--- src/rtl/seg7_pkg.sv ---
// Shared types and reset constants for the 7-segment display controller.
package seg7_pkg;

    // Write target selector carried on wr_sel.
    typedef enum logic [1:0] {
        SEL_HEXS  = 2'd0,
        SEL_POINT = 2'd1,
        SEL_LES   = 2'd2,
        SEL_MODE  = 2'd3
    } wr_sel_e;

    // CPU write handshake states.
    typedef enum logic {
        IDLE = 1'b0,
        ACK  = 1'b1
    } wr_state_e;

    // Power-on contents of the driver inputs; shadows reset to the same values.
    localparam logic [31:0] RST_HEXS  = 32'h0000_0000;
    localparam logic [7:0]  RST_POINT = 8'h00;
    localparam logic [7:0]  RST_LES   = 8'h00;
    localparam logic        RST_SW0   = 1'b1;
    localparam logic        RST_FLASH = 1'b1;

endpackage

--- src/rtl/seg7_scan_timer.sv ---
// Digit scan divider, frame counter and blink phase generator.
module seg7_scan_timer
    import seg7_pkg::*;
#(
    parameter int unsigned SCAN_DIV     = 131072,
    parameter int unsigned FLASH_FRAMES = 48
) (
    input  logic       clk,
    input  logic       rst_n,
    output logic [2:0] scan_o,
    output logic       flash_o,
    output logic       frame_end_c
);

    localparam int unsigned DIV_W = (SCAN_DIV > 1) ? $clog2(SCAN_DIV) : 1;
    localparam int unsigned FRM_W = (FLASH_FRAMES > 1) ? $clog2(FLASH_FRAMES) : 1;

    logic [DIV_W-1:0] div_q, div_d;
    logic [2:0]       scan_q, scan_d;
    logic [FRM_W-1:0] frm_q, frm_d;
    logic             flash_q, flash_d;
    logic             div_wrap;
    logic             frm_wrap;

    assign div_wrap    = (div_q == DIV_W'(SCAN_DIV - 1));
    assign frm_wrap    = (frm_q == FRM_W'(FLASH_FRAMES - 1));
    assign frame_end_c = div_wrap && (scan_q == 3'd7);

    assign scan_o  = scan_q;
    assign flash_o = flash_q;

    // Next-state for divider, digit index, frame count and blink phase.
    always_comb begin
        div_d   = div_q + DIV_W'(1);
        scan_d  = scan_q;
        frm_d   = frm_q;
        flash_d = flash_q;
        if (div_wrap) begin
            div_d  = '0;
            scan_d = scan_q + 3'd1;
        end
        if (frame_end_c) begin
            frm_d = frm_wrap ? '0 : frm_q + FRM_W'(1);
            if (frm_wrap) begin
                flash_d = ~flash_q;
            end
        end
    end

    // Timer state registers with synchronous reset.
    always_ff @(posedge clk) begin
        if (!rst_n) begin
            div_q   <= '0;
            scan_q  <= 3'd0;
            frm_q   <= '0;
            flash_q <= RST_FLASH;
        end else begin
            div_q   <= div_d;
            scan_q  <= scan_d;
            frm_q   <= frm_d;
            flash_q <= flash_d;
        end
    end

endmodule

--- src/rtl/seg7_disp_ctrl.sv ---
// Double-buffered register front end for the Seg7_Dev display driver.
module seg7_disp_ctrl
    import seg7_pkg::*;
#(
    parameter int unsigned SCAN_DIV     = 131072,
    parameter int unsigned FLASH_FRAMES = 48
) (
    input  logic        clk,
    input  logic        rst_n,
    input  logic        wr_req,
    input  logic [1:0]  wr_sel,
    input  logic [31:0] wr_data,
    output logic        wr_ack,
    input  logic        dbg_en,
    input  logic [31:0] dbg_hexs,
    output logic [2:0]  Scan,
    output logic        flash,
    output logic        SW0,
    output logic [31:0] Hexs,
    output logic [7:0]  point,
    output logic [7:0]  LES,
    output logic        frame_start
);

    wr_state_e   state_q, state_d;
    logic        ack_q, ack_d;
    logic        fs_q, fs_d;
    logic        frame_end_c;

    logic [31:0] sh_hexs_q, sh_hexs_d;
    logic [7:0]  sh_point_q, sh_point_d;
    logic [7:0]  sh_les_q, sh_les_d;
    logic        sh_sw0_q, sh_sw0_d;

    logic [31:0] hexs_q, hexs_d;
    logic [7:0]  point_q, point_d;
    logic [7:0]  les_q, les_d;
    logic        sw0_q, sw0_d;

    seg7_scan_timer #(
        .SCAN_DIV     (SCAN_DIV),
        .FLASH_FRAMES (FLASH_FRAMES)
    ) u_timer (
        .clk         (clk),
        .rst_n       (rst_n),
        .scan_o      (Scan),
        .flash_o     (flash),
        .frame_end_c (frame_end_c)
    );

    assign wr_ack      = ack_q;
    assign frame_start = fs_q;
    assign Hexs        = hexs_q;
    assign point       = point_q;
    assign LES         = les_q;
    assign SW0         = sw0_q;

    // Write handshake FSM; a shadow is written once, on the IDLE->ACK edge.
    always_comb begin
        state_d    = state_q;
        ack_d      = 1'b0;
        sh_hexs_d  = sh_hexs_q;
        sh_point_d = sh_point_q;
        sh_les_d   = sh_les_q;
        sh_sw0_d   = sh_sw0_q;
        unique case (state_q)
            IDLE: begin
                if (wr_req) begin
                    state_d = ACK;
                    ack_d   = 1'b1;
                    case (wr_sel_e'(wr_sel))
                        SEL_HEXS:  sh_hexs_d  = wr_data;
                        SEL_POINT: sh_point_d = wr_data[7:0];
                        SEL_LES:   sh_les_d   = wr_data[7:0];
                        SEL_MODE:  sh_sw0_d   = wr_data[0];
                        default:   ;
                    endcase
                end
            end
            ACK: begin
                if (!wr_req) begin
                    state_d = IDLE;
                end
            end
            default: state_d = IDLE;
        endcase
    end

    // Frame-boundary commit; reads pre-write shadows, debug overrides content.
    always_comb begin
        hexs_d  = hexs_q;
        point_d = point_q;
        les_d   = les_q;
        sw0_d   = sw0_q;
        fs_d    = frame_end_c;
        if (frame_end_c) begin
            if (dbg_en) begin
                hexs_d  = dbg_hexs;
                point_d = 8'h00;
                les_d   = 8'h00;
                sw0_d   = 1'b1;
            end else begin
                hexs_d  = sh_hexs_q;
                point_d = sh_point_q;
                les_d   = sh_les_q;
                sw0_d   = sh_sw0_q;
            end
        end
    end

    // Handshake, shadow and active registers with synchronous reset.
    always_ff @(posedge clk) begin
        if (!rst_n) begin
            state_q    <= IDLE;
            ack_q      <= 1'b0;
            fs_q       <= 1'b0;
            sh_hexs_q  <= RST_HEXS;
            sh_point_q <= RST_POINT;
            sh_les_q   <= RST_LES;
            sh_sw0_q   <= RST_SW0;
            hexs_q     <= RST_HEXS;
            point_q    <= RST_POINT;
            les_q      <= RST_LES;
            sw0_q      <= RST_SW0;
        end else begin
            state_q    <= state_d;
            ack_q      <= ack_d;
            fs_q       <= fs_d;
            sh_hexs_q  <= sh_hexs_d;
            sh_point_q <= sh_point_d;
            sh_les_q   <= sh_les_d;
            sh_sw0_q   <= sh_sw0_d;
            hexs_q     <= hexs_d;
            point_q    <= point_d;
            les_q      <= les_d;
            sw0_q      <= sw0_d;
        end
    end

endmodule

--- config.mk ---
export PLATFORM = sky130hd
export DESIGN_NAME = seg7_disp_ctrl
export DESIGN_NICKNAME = d
export VERILOG_FILES = /design/src/rtl/seg7_pkg.sv /design/src/rtl/seg7_scan_timer.sv /design/src/rtl/seg7_disp_ctrl.sv
export SDC_FILE = /design/constraint.sdc
export NUM_CORES = 1
export LEC_CHECK = 0
export CAP_MARGIN = 20
export CORE_UTILIZATION = 44
export CTS_CLUSTER_SIZE = 12
export DETAILED_ROUTE_END_ITERATION = 8
export PLACE_DENSITY = 0.75
export SYNTH_ARGS = -nofsm -noshare
export SYNTH_HDL_FRONTEND = slang
export SYNTH_SLANG_ARGS = --single-unit
--- constraint.sdc ---
create_clock -name clk -period 2.28 [get_ports clk]
set_input_delay 0.456 -clock clk [delete_from_list [all_inputs] [get_ports clk]]
set_output_delay 0.456 -clock clk [all_outputs]
set_load 0.005 [all_outputs]
==> reports/results.ini, run 1 <==
[sta]
final_hold_viol_count = 0
clock.fmax_ghz = 0.457
count_of_final_max_slew_check_failures = 0
setup_repair_after_global_routing_missed_its_margin = false
setup_viol = 0
period_minus_slack_ns = 2.19
relative_slew_slack_pct = 66.1
final.setup_skew_ns = 0.0109
setup_tns_ns = 0
worstMarginPinSlew_ns = 0.504
tcrit_tclk_final_pct = 95.9

[synth]
synth_enable_flop_cells = 0
synthesis.area_per_instance_um2 = 9.51
syn-cell-area_um2 = 5020
ys_seq_elements = 128
synth_nets = 603
ys_warn_count = 0
netlist-cell-type-count = 44
synth-main-ff-cell = dfxtp_1
synthCells = 528
synth_async_reset_ratio_pct = 0
ys_seq_area_share_pct = 51.0

[final_layout]
area_growth_syn_to_layout_pct = 42.4
final_net_count = 732
num_antenna_cells = 0
fraction_of_layout_cells_with_a_size_suffix_above_1_pct = 10.8
layout.cells.non_filler = 809
final_cell_area_um2 = 7150

[power]
netSwitchingPower_w = 0.00115
leakagePower_nw = 2.57
power_frac_clock_pct = 50.3
power_switching_share_pct = 21.9
intPower_w = 0.00411
share_comb_of_total_power_pct = 6.1
vdd.ir_drop.worst_v = 0.000484
seq_power_share_pct = 43.6
cellPowerDensity_nw_per_um2 = 736

[critical_path]
critPathRequiredTime_ns = 2.61
timing.critical_path.slowest_stage_cell = or4_1
cp.arrival_ns = 2.51
crit_path_max_fanout = 5
timing.critical_path.to_type = flip-flop
ordered_list_of_cells_on_the_worst_path = ha_4 -> nand3_4 -> nor4_4 -> and3_1 -> ha_2 -> nand4_1 -> or4_1 -> a31oi_1
kind_of_critical_path = reg2reg
highest_cell_delay_on_the_worst_timing_path_ns = 0.50
critical_path.startpoint_type = flip-flop

[floorplanning]
floorplan.io_pins = 125
number_of_rows_created_at_floorplan = 38
core_um2 = 11000
die-area_um2 = 11800
initial_utilization_pct = 45.7
floorplan.die.height_um = 109
floorplan.die.width_um = 109

[place]
hpwlAfterDp_mm = 8.47
placedCellCount = 777
numPortBuffers = 124
finalWeightedCongestion = 0.775
place_area_um2 = 6540

[drt]
wl_per_cell_um = 15.1
number_of_drc_violations_after_detailed_routing = 0
dr.pass1.iters = 4
ant_nets = 0
via_count = 4204
route.detailed.vias_per_inst = 5.20
detailedRoute.firstIterationViolations = 267
route.final.wire_length_mm = 12.2

[global_routing]
grt_start_max_net_pins = 33
globalRouteTotalUtil_pct = 21.3
wire_length_of_the_first_global_routing_pass_mm = 19.5
antenna_violations_before_repair = 0
grt_pass1_vias = 4077
grt_overflow_total = 0

[clock_tree]
cts.sink_count = 128
number_of_buffers_on_the_longest_clock_path = 2
clk-insertion-delay-late_ns = 0.41
ctsRootBufferMaster = clkbuf_16
clk_transition_reported_paths_ns = 0.06
cts_hold_repair.buffers = 0
clock_tree_from_tritoncts = built
cts_made_buffers = 17
cts_htree_levels = 4

[worst_hold_path]
min_path_type = reg2reg

[run_status]
run_status = finished, final reports clean

[flow_run]
maxCapViolCount = 0

## repair_timing
item | 4_1_cts | 5_1_grt
setup buffers | 0 | 1
endpoints found under the setup margin | 0 | 33
gates resized for setup | 0 | 7
## Yosys cell counts, types with 3 or more instances
library cell    n  area, um2
dfxtp_1       128       2560
nand2_1        78        293
nor2_1         57        214
mux2i_1        54        541
a21oi_1        42        210
a211oi_1       32        240
buf_2          22        110
a22o_1         16        140
nand3_1         8       40.0
clkbuf_1        7       26.3
inv_1           7       26.3
or4_1           6       45.0
and2_1          5       31.3
ha_1            5       62.6
nand2b_1        5       31.3
o21ai_0         5       25.0
buf_6           4       45.0
o31ai_1         4       30.0
a31oi_1         3       18.8
buf_1           3       11.3
nor4_1          3       18.8
or3_1           3       18.8
xnor2_1         3       26.3
## cells by family (layout without fill, tap and decap cells)
logic type	Yosys count	in the layout	synth area share, %
flip-flops	128	128	51.0
XOR/XNOR	5	5	0.872
multiplexers	54	54	10.8
AND/OR/NAND/NOR	185	185	17.6
AO/OA/AOI/OAI	107	107	14.0
buffers and inverters	44	185	4.51
adder cells (fa/ha/maj)	5	5	1.25
## critical path: cells and delay by family, from the launching register on
kind / cells / cell delay (ns)
DFF: 1 / 0.38
adders and majority gates: 2 / 0.39
and+or+nand+nor: 5 / 1.17
AOI/OAI and AO/OA: 1 / 0.17
## power by group through the flow
stage	Sequential, W	Clock [W]	Combinational [W]
final	0.00230	0.00265	0.000320
after global routing	0.00230	0.00279	0.000348
after CTS	0.00229	0.00269	0.000320
after detailed placement	0.00234	0	0.000317
after global placement	0.00234	0	0.000313
after floorplan	0.00234	0	0.000146
## sequential cells by signal, summed over array words and instances, names as in the netlist
signal           count
frame_start          1
u_timer.flash_o      1
SW0                  1
Hexs                32
LES                  8
sh_sw0_q             1
sh_les_q             8
point                8
u_timer.scan_o       3
u_timer.div_q       17
state_q              1
sh_point_q           8
wr_ack               1
sh_hexs_q           32
u_timer.frm_q        6
## layer usage
metal,GRT usage (%),wire length [um],vias up
met2,35.5,5780,121
met3,4.36,595,18
met4,9.46,222,0
li1,-,-,2113
met1,26.6,5590,1952
met5,0,0,-
## path summary, 6_finish.rpt
| kind | from | to | slack [ns] | cells past startpoint |
|---|---|---|---|---|
| max | u_timer.div_q[0] | u_timer.frm_q[5] | 0.09 | 8 |
| min | sh_hexs_q[15] | sh_hexs_q[15] | 0.45 | 2 |
| max reg2reg | u_timer.div_q[0] | u_timer.frm_q[5] | 0.09 | 8 |
| min reg2reg | sh_hexs_q[15] | sh_hexs_q[15] | 0.45 | 2 |
## through the flow
| stage | hold WS, ns | setup WS, ns | power (W) | util (%) |
|---|---|---|---|---|
| 2_1_floorplan | 0.432 | 0.0714 | 0.00248 | - |
| 3_3_place_gp | 0.440 | 0.179 | 0.00265 | 59.6 |
| 3_5_place_dp | 0.447 | 0.0374 | 0.00266 | 59.6 |
| 4_1_cts | 0.455 | 0.0195 | 0.00530 | 64.9 |
| 5_1_grt | 0.474 | 0.00355 | 0.00544 | 65.1 |
| 6_report | 0.453 | 0.0939 | 0.00527 | 65.1 |
## layout by cell type (no fill, tap or decap), types with 4 or more instances in the layout
master	instances
o21ai_0	5
nand2_1	78
inv_1	6
buf_4	15
nor2_1	57
dfxtp_1	124
o31ai_1	4
clkdlybuf4s50_1	123
nand3_1	8
a22o_1	16
clkbuf_16	17
and2_1	4
clkinvlp_4	5
nand2b_1	5
buf_12	8
a211oi_1	32
dfxtp_2	4
or4_1	6
mux2i_1	54
a21oi_1	42
## layout make-up
class	instances	area (um2)
timing repair buffer	147	1510
clock buffer	19	453
sequential	128	2570
inverter	7	26.3
clock inverter	12	134
tap	140	175
fill	923	3830
multi-input combinational	356	2290
Note: power is estimated with default switching activity, not from simulation.
==> inputs of run 2 (changes only) <==
--- a/config.mk
+++ b/config.mk
@@ -9,6 +9,7 @@
 export CORE_UTILIZATION = 44
 export CTS_CLUSTER_SIZE = 12
 export DETAILED_ROUTE_END_ITERATION = 8
+export GPL_ROUTABILITY_DRIVEN = 0
 export PLACE_DENSITY = 0.75
 export SYNTH_ARGS = -nofsm -noshare
 export SYNTH_HDL_FRONTEND = slang
==> results of run 2 <==
The final DEF is identical to that of run 1; final timing and power are the same.
